[src/rtl/psum_accumulator.sv]
// Accumulates groups of up to ACC_LEN sign-extended signed terms into a wide
// partial sum and presents each completed sum on a registered valid/ready output.
module psum_accumulator #(
  parameter int I_DATA_BW = 16,
  parameter int O_SUM_BW  = 21,
  parameter int ACC_LEN   = 9,
  parameter int CNT_BW    = 4
) (
  input  logic                 clk,
  input  logic                 reset,
  input  logic                 i_valid,
  output logic                 i_ready,
  input  logic [I_DATA_BW-1:0] i_data,
  input  logic                 i_last,
  output logic                 o_valid,
  input  logic                 o_ready,
  output logic [O_SUM_BW-1:0]  o_psum,
  output logic                 o_ovf
);

  localparam logic [CNT_BW-1:0] LAST_CNT = CNT_BW'(ACC_LEN - 1);

  logic [O_SUM_BW-1:0] acc_q, acc_d;
  logic [O_SUM_BW-1:0] psum_q, psum_d;
  logic [CNT_BW-1:0]   cnt_q, cnt_d;
  logic                ovf_acc_q, ovf_acc_d;
  logic                o_valid_q, o_valid_d;
  logic                o_ovf_q, o_ovf_d;
  logic [O_SUM_BW-1:0] ext_s, sum_s;
  logic                accept_s, close_s, add_ovf_s;

  // Signed overflow: operands agree in sign but the result does not.
  function automatic logic add_overflow(input logic a_msb, input logic b_msb,
                                        input logic s_msb);
    return (a_msb == b_msb) && (s_msb != a_msb);
  endfunction

  assign i_ready = !(o_valid_q && !o_ready);
  assign o_valid = o_valid_q;
  assign o_psum  = psum_q;
  assign o_ovf   = o_ovf_q;

  // Next-state: accumulate, close a group, or drain the output register.
  always_comb begin
    ext_s     = O_SUM_BW'($signed(i_data));
    sum_s     = acc_q + ext_s;
    add_ovf_s = add_overflow(acc_q[O_SUM_BW-1], ext_s[O_SUM_BW-1], sum_s[O_SUM_BW-1]);
    accept_s  = i_valid && i_ready;
    close_s   = accept_s && (i_last || (cnt_q == LAST_CNT));

    acc_d     = acc_q;
    cnt_d     = cnt_q;
    ovf_acc_d = ovf_acc_q;
    psum_d    = psum_q;
    o_ovf_d   = o_ovf_q;
    o_valid_d = o_valid_q && !o_ready;

    if (close_s) begin
      psum_d    = sum_s;
      o_ovf_d   = ovf_acc_q | add_ovf_s;
      o_valid_d = 1'b1;
      acc_d     = '0;
      cnt_d     = '0;
      ovf_acc_d = 1'b0;
    end else if (accept_s) begin
      acc_d     = sum_s;
      cnt_d     = cnt_q + CNT_BW'(1);
      ovf_acc_d = ovf_acc_q | add_ovf_s;
    end else begin
      acc_d     = acc_q;
    end
  end

  // State registers with asynchronous reset.
  always_ff @(posedge clk or posedge reset) begin
    if (reset) begin
      acc_q     <= '0;
      cnt_q     <= '0;
      ovf_acc_q <= 1'b0;
      psum_q    <= '0;
      o_ovf_q   <= 1'b0;
      o_valid_q <= 1'b0;
    end else begin
      acc_q     <= acc_d;
      cnt_q     <= cnt_d;
      ovf_acc_q <= ovf_acc_d;
      psum_q    <= psum_d;
      o_ovf_q   <= o_ovf_d;
      o_valid_q <= o_valid_d;
    end
  end

endmodule

[config.mk]
export PLATFORM = sky130hd
export DESIGN_NAME = psum_accumulator
export DESIGN_NICKNAME = d
export VERILOG_FILES = /design/src/rtl/psum_accumulator.sv
export SDC_FILE = /design/constraint.sdc
export NUM_CORES = 1
export LEC_CHECK = 0
export ABC_AREA = 1
export BUFFER_PORTS_ARGS = -buffer_cell sky130_fd_sc_hd__buf_2
export CORE_MARGIN = 3
export CORE_UTILIZATION = 35
export CTS_CLUSTER_SIZE = 14
export DETAILED_ROUTE_END_ITERATION = 8
export PLACE_DENSITY_LB_ADDON = 0.2
export SLEW_MARGIN = 20
export SYNTH_ARGS = -nofsm -noshare
export SYNTH_HDL_FRONTEND = slang
export SYNTH_SLANG_ARGS = --single-unit
[constraint.sdc]
create_clock -name clk -period 2.72 [get_ports clk]
set_input_delay 0.272 -clock clk [delete_from_list [all_inputs] [get_ports clk]]
set_output_delay 0.272 -clock clk [all_outputs]
set_load 0.05 [all_outputs]
==> results of run 1 <==
## area by class of cell
class                   instances  area (um^2)
inverters                      51        191.4
repair buffers                 49        260.3
multi-input cells             338         1759
clock inverters                 2        15.01
flip-flops and latches         49         1226
fillers                       935         5146
well taps                     108        135.1
clock buffers                   6        72.57
## registers in the layout, summed over array words and instances, names as in the netlist
name and flops:
acc_q 21, o_psum 21, cnt_q 4, o_ovf 1
o_valid 1, ovf_acc_q 1
## how the worst min path moves through the flow
stage | start | endpoint | cells after the start
final | o_ready | o_valid | 4
after global routing | o_ready | o_valid | 4
after CTS | o_ready | o_valid | 4
after detailed placement | reset | o_psum[11] | 2
after global placement | reset | o_psum[11] | 2
after floorplan | acc_q[7] | acc_q[7] | 2
## through the flow
| step | std cells | cell area (um^2) |
|---|---|---|
| floorplan | 445 | 3216 |
| global placement | 594 | 3562 |
| detailed placement | 594 | 3562 |
| CTS | 603 | 3660 |
| global route | 603 | 3660 |
| finish | 603 | 3660 |
## routing by layer
metal / vias up / track usage, % / part of all wire, %
li1: 1546 / - / -
met1: 1357 / 23.07 / 50
met2: 30 / 25.70 / 46
met3: 8 / 2.799 / 2.4
met4: 0 / 3.532 / 1.1
met5: - / 0 / 0
## kinds of logic (layout without fill, tap and decap cells)
family / Yosys count / count (layout) / synth area share [%]
AO/OA/AOI/OAI: 52 / 52 / 8.600
adder cells (fa/ha/maj): 23 / 23 / 9.183
flip-flops: 49 / 49 / 38.13
AND/OR/NAND/NOR: 258 / 258 / 35.56
XOR/XNOR: 5 / 5 / 1.362
buffers and inverters: 58 / 108 / 7.160
## cells in the final DEF, fill, tap and decap left out, types with 3 or more instances in the layout
cell type / netlist / final
nand2_2: 8 / 8
o21ai_0: 23 / 23
dfrtp_1: 49 / 49
nand2_1: 155 / 155
nand3b_1: 3 / 3
nand4_1: 9 / 9
or2_1: 3 / 3
nand3_1: 49 / 49
a21oi_1: 22 / 22
inv_2: 7 / 8
xnor2_1: 3 / 3
nor2_1: 18 / 18
nand3_2: 3 / 3
inv_1: 44 / 43
nor2_2: 5 / 5
clkbuf_8: 0 / 5
buf_2: 4 / 44
buf_4: 0 / 4
ha_1: 22 / 22
## power by group through the flow
stage / combinational, mW / sequential, mW / clock, mW
detailed placement: 2.34 / 1.20 / 0
finish: 2.33 / 1.18 / 0.445
global placement: 2.32 / 1.19 / 0
floorplan: 1.27 / 1.74 / 0
global route: 2.61 / 1.23 / 0.488
CTS: 2.35 / 1.19 / 0.460
## worst max-delay path, delay by kind of cell, from the launching register on
kind          cells  cell delay [ns]
flops             1             0.39
fa+ha+maj         2             0.70
simple gates      9             0.91
## what timing repair did
action,CTS,global route
endpoints found under the hold margin,7,0
gates resized for setup,0,0
hold buffers,1,0
==> flow_metrics.py, run 1 <==
metrics = {
    "drt": {
        "wirelength_um": 7917,
        "drt-vias-per-instance": 4.877,
        "drc": 0,
        "drt.antenna.violating_nets": 0,
        "vias": 2941,
        "drt_iter0_markers": 134,
        "wire_per_inst_um": 13.13,
        "dr.pass1.iters": 4,
    },
    "run": {
        "cap_viol_max_count": 0,
    },
    "pwr": {
        "totalPowerFinal_mw": 3.958,
        "clockPowerShare_pct": 11.2,
        "p_leak_nw": 2.031,
        "ir_worst_vdd_v": 0.0005349,
        "swShare_pct": 52.44,
        "p_comb_share_pct": 58.9,
        "p_switching_mw": 2.075,
        "seqPwrFrac_pct": 29.9,
        "p_int_mw": 1.883,
        "powerDensity_mw_per_mm2": 1081,
    },
    "yosys": {
        "ys_top_cells_by_area": "dfrtp_1 38%, nand2_1 18%, ha_1 8.6%",
        "synth_area_mm2": 0.003216,
        "syn_inst": 445,
        "synth.avg_cell_area_um2": 7.226,
        "yosysSeqAreaShare_pct": 38.13,
        "synthFlopType": "dfrtp_1",
        "synth_top_cells_by_count": "155 x nand2_1, 49 x dfrtp_1, 49 x nand3_1",
        "netlist.area_leader.share_pct": 38.13,
        "ys_ff_latch": 49,
        "synth.distinct_cells": 31,
        "ys_warn_count": 0,
        "synth_area_leader_cell": "dfrtp_1",
        "synth_edf_count": 0,
        "synth_nets": 489,
        "async_flop_share_pct": 100.0,
        "yosys.cell_count.top_type": "nand2_1",
    },
    "worst_setup_path": {
        "r2r-end": "o_psum[10]",
        "worst_path_max_delay_cell": "fa_1",
        "crit_arrival_ns": 2.32,
        "setup.worst_path.start": "acc_q[0]",
        "reg2reg_slack_ns": 0.60,
        "path_max_fanout": 5,
        "regToRegStartpoint": "acc_q[0]",
        "end_kind": "flip-flop",
        "endpoint": "o_psum[10]",
        "max_stage_delay_ns": 0.45,
        "r2r.worst_path.cells": 11,
        "crit_chain": "ha_1 > fa_1 > nand3_1 > nand3_2 > nand3_1 > nand2_2 > nand2_1 > nand2_1 > or2_1 > nand3_1 > nand2_1",
        "critical_path_class": "flip-flop to flip-flop",
        "cp-start-kind": "flip-flop",
        "cp.required_ns": 2.92,
    },
    "die": {
        "dieArea_mm2": 0.01037,
        "die_h_um": 101.9,
        "die_x_um": 101.9,
        "start_util_pct": 36.52,
        "core-area_mm2": 0.008806,
        "pin_count": 45,
        "num_rows": 34,
    },
    "global_route": {
        "antenna_found_initial": 0,
        "first_global_vias": 2767,
        "grt_pass1_wl_um": 13340,
        "track_usage_pct": 16.12,
        "gr-total-overflow": 0,
        "grt_start_max_net_pins": 28,
    },
    "clock_network": {
        "clk_latency_ns": 0.31,
        "cts_tree": "built",
        "cts_inserted_buffers": 5,
        "cts_root_buf": "clkbuf_8",
        "path_clk_slew_ns": 0.10,
        "cts_htree_levels": 2,
        "postCtsSetupBuffers": 0,
        "clock-sinks": 49,
        "clk_path_buf_depth": 2,
    },
    "sta": {
        "tns_ns": 0,
        "setup_ws_ns": 0.6000,
        "fmax_mhz": 471.7,
        "hold_violations": 0,
        "slew_violations": 0,
        "skew_ns": 0.01108,
        "period_share_pct": 77.94,
        "setup_viol": 0,
        "hold_ws_ns": 0.2218,
        "worstMarginPinSlew_ns": 0.5947,
        "rsz0062_at_grt": "no",
        "period_minus_slack_ns": 2.120,
        "relSlewSlack_pct": 60.31,
    },
    "placement": {
        "place.gp.congestion": 0.9675,
        "hpwl_um": 6287,
        "place_ws_ns": 0.6141,
        "port_buffers": 44,
    },
    "layout": {
        "drive_gt1_share_pct": 16.97,
        "final_core_util_pct": 41.56,
        "antenna_cells": 0,
        "final_nets": 538,
        "syn_to_final_growth_pct": 13.81,
    },
    "status": {
        "status": "complete, no violations",
    },
    "min_path": {
        "hold_path.class": "primary input to flip-flop",
    },
}
No activity file was read; power rests on OpenSTA's default activity.
==> run 2: changes to the inputs <==
==> constraint.sdc (replaced) <==
create_clock -name clk -period 2.05 [get_ports clk]
set_input_delay 0.205 -clock clk [delete_from_list [all_inputs] [get_ports clk]]
set_output_delay 0.205 -clock clk [all_outputs]
set_load 0.05 [all_outputs]
==> flow_metrics.py, run 2 (synthesis gave the netlist of run 1 again) <==
metrics = {
    "worst_setup_path": {
        "max_stage_delay_ns": 0.40,
        "cpLargestDelayFamily": "simple AND/OR/NAND/NOR gates",
        "cp-start-kind": "flip-flop",
        "end_kind": "flip-flop",
        "cpMostUsedCell": "nand2_1",
        "path_depth": 11,
        "crit_chain": "ha_2 > fa_2 > nand3_1 > nand3_2 > nand3_2 > nand2_2 > nand2_1 > nand2_1 > or2_1 > nand3_1 > nand2_1",
        "regToRegStartpoint": "acc_q[0]",
        "r2r-end": "o_psum[10]",
        "crit_buf_inv": 0,
        "crit_arrival_ns": 2.13,
        "r2r.worst_path.cells": 11,
        "worst_path_max_delay_cell": "dfrtp_1",
        "cp.required_ns": 2.25,
        "critical_path_class": "flip-flop to flip-flop",
        "path_max_fanout": 5,
        "reg2reg_slack_ns": 0.13,
    },
    "sta": {
        "skew_ns": 0.008224,
        "fmax_mhz": 519.7,
        "rsz0062_at_grt": "yes",
        "hold_ws_ns": 0.1615,
        "setup_ws_ns": 0.1257,
        "period_minus_slack_ns": 1.924,
        "tns_ns": 0,
        "period_share_pct": 93.87,
        "relSlewSlack_pct": 60.39,
        "setup_viol": 0,
        "worstMarginPinSlew_ns": 0.5935,
        "slew_violations": 0,
        "hold_violations": 0,
    },
    "drt": {
        "wl_met2_um": 3907,
        "wirelength_um": 8246,
        "drt_iter0_markers": 119,
        "dr.max_layer_used": "met4",
        "drt.antenna.violating_nets": 0,
        "dr.pass1.iters": 4,
        "wire_per_inst_um": 13.56,
        "vias": 2954,
        "drc": 0,
        "met3_length_um": 239,
        "met1Wirelength_um": 4004,
        "drt-vias-per-instance": 4.859,
    },
    "layout": {
        "syn_to_final_growth_pct": 16.93,
        "final_nets": 543,
        "final_core_util_pct": 42.70,
        "drive_gt1_share_pct": 19.00,
        "mostFrequentLayoutCell": "nand2_1",
        "antenna_cells": 0,
        "final_cell_mix": "155 x nand2_1, 49 x dfrtp_1, 48 x nand3_1",
        "instances_no_fill": 608,
        "stdcell_area_mm2": 0.003760,
    },
    "global_route": {
        "first_global_vias": 2988,
        "grt_pass1_wl_um": 13930,
        "track_usage_pct": 16.78,
        "antenna_found_initial": 0,
        "grt_start_max_net_pins": 27,
        "gr-total-overflow": 0,
    },
    "min_path": {
        "whs_endpoint": "o_valid",
        "min_from": "o_ready",
        "hold_path_depth": 4,
        "hold_path.class": "primary input to flip-flop",
    },
    "die": {
        "core-area_mm2": 0.008806,
        "pin_count": 45,
        "die_x_um": 101.9,
        "die_h_um": 101.9,
        "num_rows": 34,
        "start_util_pct": 36.52,
        "dieArea_mm2": 0.01037,
    },
    "pwr": {
        "totalPowerFinal_mw": 5.471,
        "ir_worst_vdd_v": 0.0006169,
        "p_leak_nw": 2.078,
        "powerDensity_mw_per_mm2": 1455,
    },
    "clock_network": {
        "cts_htree_levels": 2,
        "clk_latency_ns": 0.31,
        "cts_tree": "built",
        "clk_path_buf_depth": 2,
        "clock-sinks": 49,
        "cts_inserted_buffers": 5,
        "cts_root_buf": "clkbuf_8",
        "path_clk_slew_ns": 0.10,
    },
    "placement": {
        "placed_cells": 598,
        "hpwl_um": 6538,
        "port_buffers": 44,
        "place.gp.congestion": 0.9124,
        "placed_cell_area_mm2": 0.003605,
        "place_ws_ns": 0.02873,
    },
    "status": {
        "status": "complete, no violations",
    },
    "run": {
        "cap_viol_max_count": 0,
    },
}
[run 2: where the power goes]
group          total, mW  leakage, nW  internal, mW  switching [mW]
clock              0.747       0.0574         0.397           0.350
sequential          1.57        0.623          1.36           0.212
combinational       3.15         1.40         0.933            2.22
[run 2: worst max-delay path by stage]
stage	start	end	slack, ns
2_1_floorplan	acc_q[0]	o_psum[10]	0.14
3_3_place_gp	acc_q[0]	o_psum[10]	0.09
3_5_place_dp	acc_q[0]	o_psum[10]	0.03
4_1_cts	acc_q[0]	o_psum[10]	0.03
5_1_grt	acc_q[0]	o_psum[10]	-0.03
6_report	acc_q[0]	o_psum[10]	0.13
[run 2: layout make-up]
class	count	area, um^2
clock buffer	6	82.58
fill	910	5046
timing repair buffer	54	310.3
sequential	49	1226
clock inverter	2	37.54
multi-input combinational	338	1777
tap	108	135.1
inverter	51	191.4
[run 2: routing by layer]
layer,GRT usage [%],up-vias
met4,4.238,0
met3,2.730,8
li1,-,1543
met2,28.72,42
met1,22.22,1361
met5,0,-
[run 2: timing repair]
item                                    in CTS  in global routing
setup buffers                                0                  1
gates resized for setup                      1                  4
endpoints found under the setup margin       1                 14
hold buffers                                 1                  0
hold endpoints to repair                    23                  0
cloned                                       0                  0
[run 2: worst reg2reg max path: cells and delay by family, from the launching register on]
family | cells | cell delay, ns
flops | 1 | 0.40
fa+ha+maj | 2 | 0.56
simple gates | 9 | 0.86
==> run 3: changes to the inputs <==
--- a/config.mk
+++ b/config.mk
@@ -5,7 +5,6 @@
 export SDC_FILE = /design/constraint.sdc
 export NUM_CORES = 1
 export LEC_CHECK = 0
-export ABC_AREA = 1
 export BUFFER_PORTS_ARGS = -buffer_cell sky130_fd_sc_hd__buf_2
 export CORE_MARGIN = 3
 export CORE_UTILIZATION = 35
==> flow_metrics.py, run 3 <==
metrics = {
    "status": {
        "status": "complete, but fails checks",
        "violations": "setup timing",
    },
    "worst_setup_path": {
        "cpMostUsedCell": "o211ai_2",
        "crit_chain": "ha_2 > fa_2 > a21oi_2 > o211ai_2 > a221oi_2 > o211ai_2 > xnor3_1 > mux2_4",
        "end_kind": "flip-flop",
        "crit_arrival_ns": 2.49,
        "crit_buf_inv": 0,
        "path_max_fanout": 3,
        "max_stage_delay_ns": 0.39,
        "cp.required_ns": 2.25,
        "cpLargestDelayFamily": "compound AO/OA/AOI/OAI gates",
        "critical_path_class": "flip-flop to flip-flop",
        "cp-start-kind": "flip-flop",
        "worst_path_max_delay_cell": "dfrtp_1",
    },
    "global_route": {
        "first_global_vias": 2840,
        "track_usage_pct": 17.79,
        "grt_pass1_wl_um": 14120,
        "gr-total-overflow": 0,
        "antenna_found_initial": 0,
        "grt_start_max_net_pins": 27,
    },
    "layout": {
        "drive_gt1_share_pct": 42.56,
        "final_cell_mix": "55 x buf_4, 52 x nand2_1, 48 x dfrtp_1",
        "fillers": 791,
        "syn_to_final_growth_pct": 44.04,
        "stdcell_area_mm2": 0.004399,
        "antenna_cells": 0,
        "mostFrequentLayoutCell": "buf_4",
        "final_nets": 473,
    },
    "yosys": {
        "yosys.area_share.simple_pct": 16.06,
        "synth_mux_area_share_pct": 2.868,
        "synthFlopType": "dfrtp_1",
        "async_flop_share_pct": 100.0,
        "synth-adder-area-share_pct": 9.668,
        "yosys.cell_count.top_type": "nand2_1",
        "synth_nets": 374,
        "synth_compound_area_share_pct": 23.80,
        "ys_ff_latch": 49,
        "ys_top_cells_by_area": "dfrtp_1 40%, ha_1 9.0%, nand2_1 6.6%",
        "netlist.area_leader.share_pct": 40.15,
        "synth_area_mm2": 0.003054,
        "ys_warn_count": 0,
        "synth_edf_count": 0,
        "synth_top_family_by_area": "compound AO/OA/AOI/OAI gates",
        "synth.avg_cell_area_um2": 9.255,
        "synth.distinct_cells": 53,
        "syn_inst": 330,
        "synth_area_leader_cell": "dfrtp_1",
        "yosysSeqAreaShare_pct": 40.15,
        "synthXorXnorAreaFrac_pct": 4.179,
        "synth_top_cells_by_count": "54 x nand2_1, 49 x dfrtp_1, 25 x a21oi_1",
    },
    "sta": {
        "skew_ns": 0.008198,
        "rsz0062_at_grt": "yes",
        "period_share_pct": 111.5,
        "hold_violations": 0,
        "worstMarginPinSlew_ns": 0.5442,
        "fmax_mhz": 437.6,
        "period_minus_slack_ns": 2.285,
        "setup_ws_ns": -0.2351,
        "relSlewSlack_pct": 63.67,
        "slew_violations": 0,
        "setup_viol": 23,
    },
    "clock_network": {
        "clk_path_buf_depth": 2,
        "path_clk_slew_ns": 0.10,
        "cts_root_buf": "clkbuf_8",
        "clock-sinks": 49,
        "clk_latency_ns": 0.31,
        "cts_tree": "built",
        "cts_inserted_buffers": 5,
        "cts_htree_levels": 2,
    },
    "pwr": {
        "swShare_pct": 45.73,
        "p_switching_mw": 3.309,
        "powerDensity_mw_per_mm2": 1645,
        "seqPwrFrac_pct": 23.5,
        "clockPowerShare_pct": 11.9,
        "p_comb_share_pct": 64.7,
        "p_int_mw": 3.927,
        "ir_worst_vdd_v": 0.0006260,
        "p_leak_nw": 2.002,
    },
    "placement": {
        "place.gp.congestion": 0.9226,
        "placed_cell_area_mm2": 0.003884,
        "port_buffers": 44,
        "hpwl_um": 6308,
        "place_ws_ns": -0.2576,
    },
    "drt": {
        "drc": 0,
        "wirelength_um": 8679,
        "dr.pass1.iters": 4,
        "vias": 2855,
        "drt-vias-per-instance": 5.336,
        "drt_iter0_markers": 74,
        "drt.antenna.violating_nets": 0,
        "wire_per_inst_um": 16.22,
    },
    "run": {
        "cap_viol_max_count": 0,
    },
    "die": {
        "core-area_mm2": 0.008341,
        "start_util_pct": 36.62,
        "dieArea_mm2": 0.009883,
        "num_rows": 33,
        "die_h_um": 99.42,
        "die_x_um": 99.42,
        "pin_count": 45,
    },
    "min_path": {
        "hold_path.class": "primary input to flip-flop",
    },
}
-- run 3: through the flow --
stage | hold WS, ns | util, % | instances | power (mW) | setup TNS (ns)
final | 0.1649 | 52.75 | 535 | 7.236 | -3.225
after global routing | 0.1809 | 52.75 | 535 | 7.755 | -6.068
after CTS | 0.1583 | 49.60 | 528 | 6.830 | -3.686
after detailed placement | 0.2862 | 46.56 | 516 | 5.750 | -3.930
after global placement | 0.2797 | 46.56 | 516 | 5.704 | -3.199
after floorplan | 0.4199 | - | 330 | 4.448 | -0.6274
-- run 3: final timing paths --
kind | to | cells past startpoint | from | slack [ns]
setup / recovery | o_psum[20] | 8 | acc_q[0] | -0.24
hold / removal | o_valid | 3 | o_ready | 0.16
setup reg to reg | o_psum[20] | 8 | acc_q[0] | -0.24
hold reg to reg | o_psum[2] | 2 | o_psum[2] | 0.48
max in group asynchronous | o_valid | 4 | reset | 1.02
min in group asynchronous | o_psum[3] | 3 | reset | 0.47
-- run 3: power groups by stage --
stage / registers [mW] / clock network, mW / logic, mW
6_report: 1.70 / 0.860 / 4.68
3_5_place_dp: 1.70 / 0 / 4.05
4_1_cts: 1.69 / 0.882 / 4.26
2_1_floorplan: 2.43 / 0 / 2.02
3_3_place_gp: 1.69 / 0 / 4.01
5_1_grt: 1.76 / 0.919 / 5.08
-- run 3: kinds of logic (layout without fill, tap and decap cells) --
group	Yosys count	in the layout
mux	8	8
compound gates	106	106
buf+inv	26	126
xor+xnor	13	13
fa+ha+maj	23	23
flops	49	49
simple gates	105	105
-- run 3: cell type report --
type / instances / area, um^2 / area share [%]
multi-input cells: 255 / 2121 / 48.21
flip-flops and latches: 49 / 1227 / 27.90
repair buffers: 108 / 742.0 / 16.87
well taps: 105 / 131.4 / 2.986
clock buffers: 5 / 68.82 / 1.564
clock inverters: 3 / 68.82 / 1.564
inverters: 10 / 40.04 / 0.9101
-- run 3: tightest hold or removal path, delay by kind of cell --
| kind | cells | cell delay [ns] |
|---|---|---|
| buffers and inverters | 1 | 0.07 |
| AND/OR/NAND/NOR | 2 | 0.17 |
-- run 3: per-layer routing --
metal / vias up / routed length, um / track usage [%]
met5: - / 0 / 0
met4: 0 / 112 / 4.937
met3: 8 / 253 / 3.015
met2: 43 / 4260 / 29.39
met1: 1404 / 4053 / 24.07
li1: 1400 / - / -
-- run 3: timing repair --
action / CTS / global route
hold endpoints to repair: 23 / 0
gates resized for setup: 17 / 43
endpoints found under the setup margin: 29 / 32
pin swaps: 18 / 18
hold buffers: 1 / 0
buffers inserted: 3 / 7
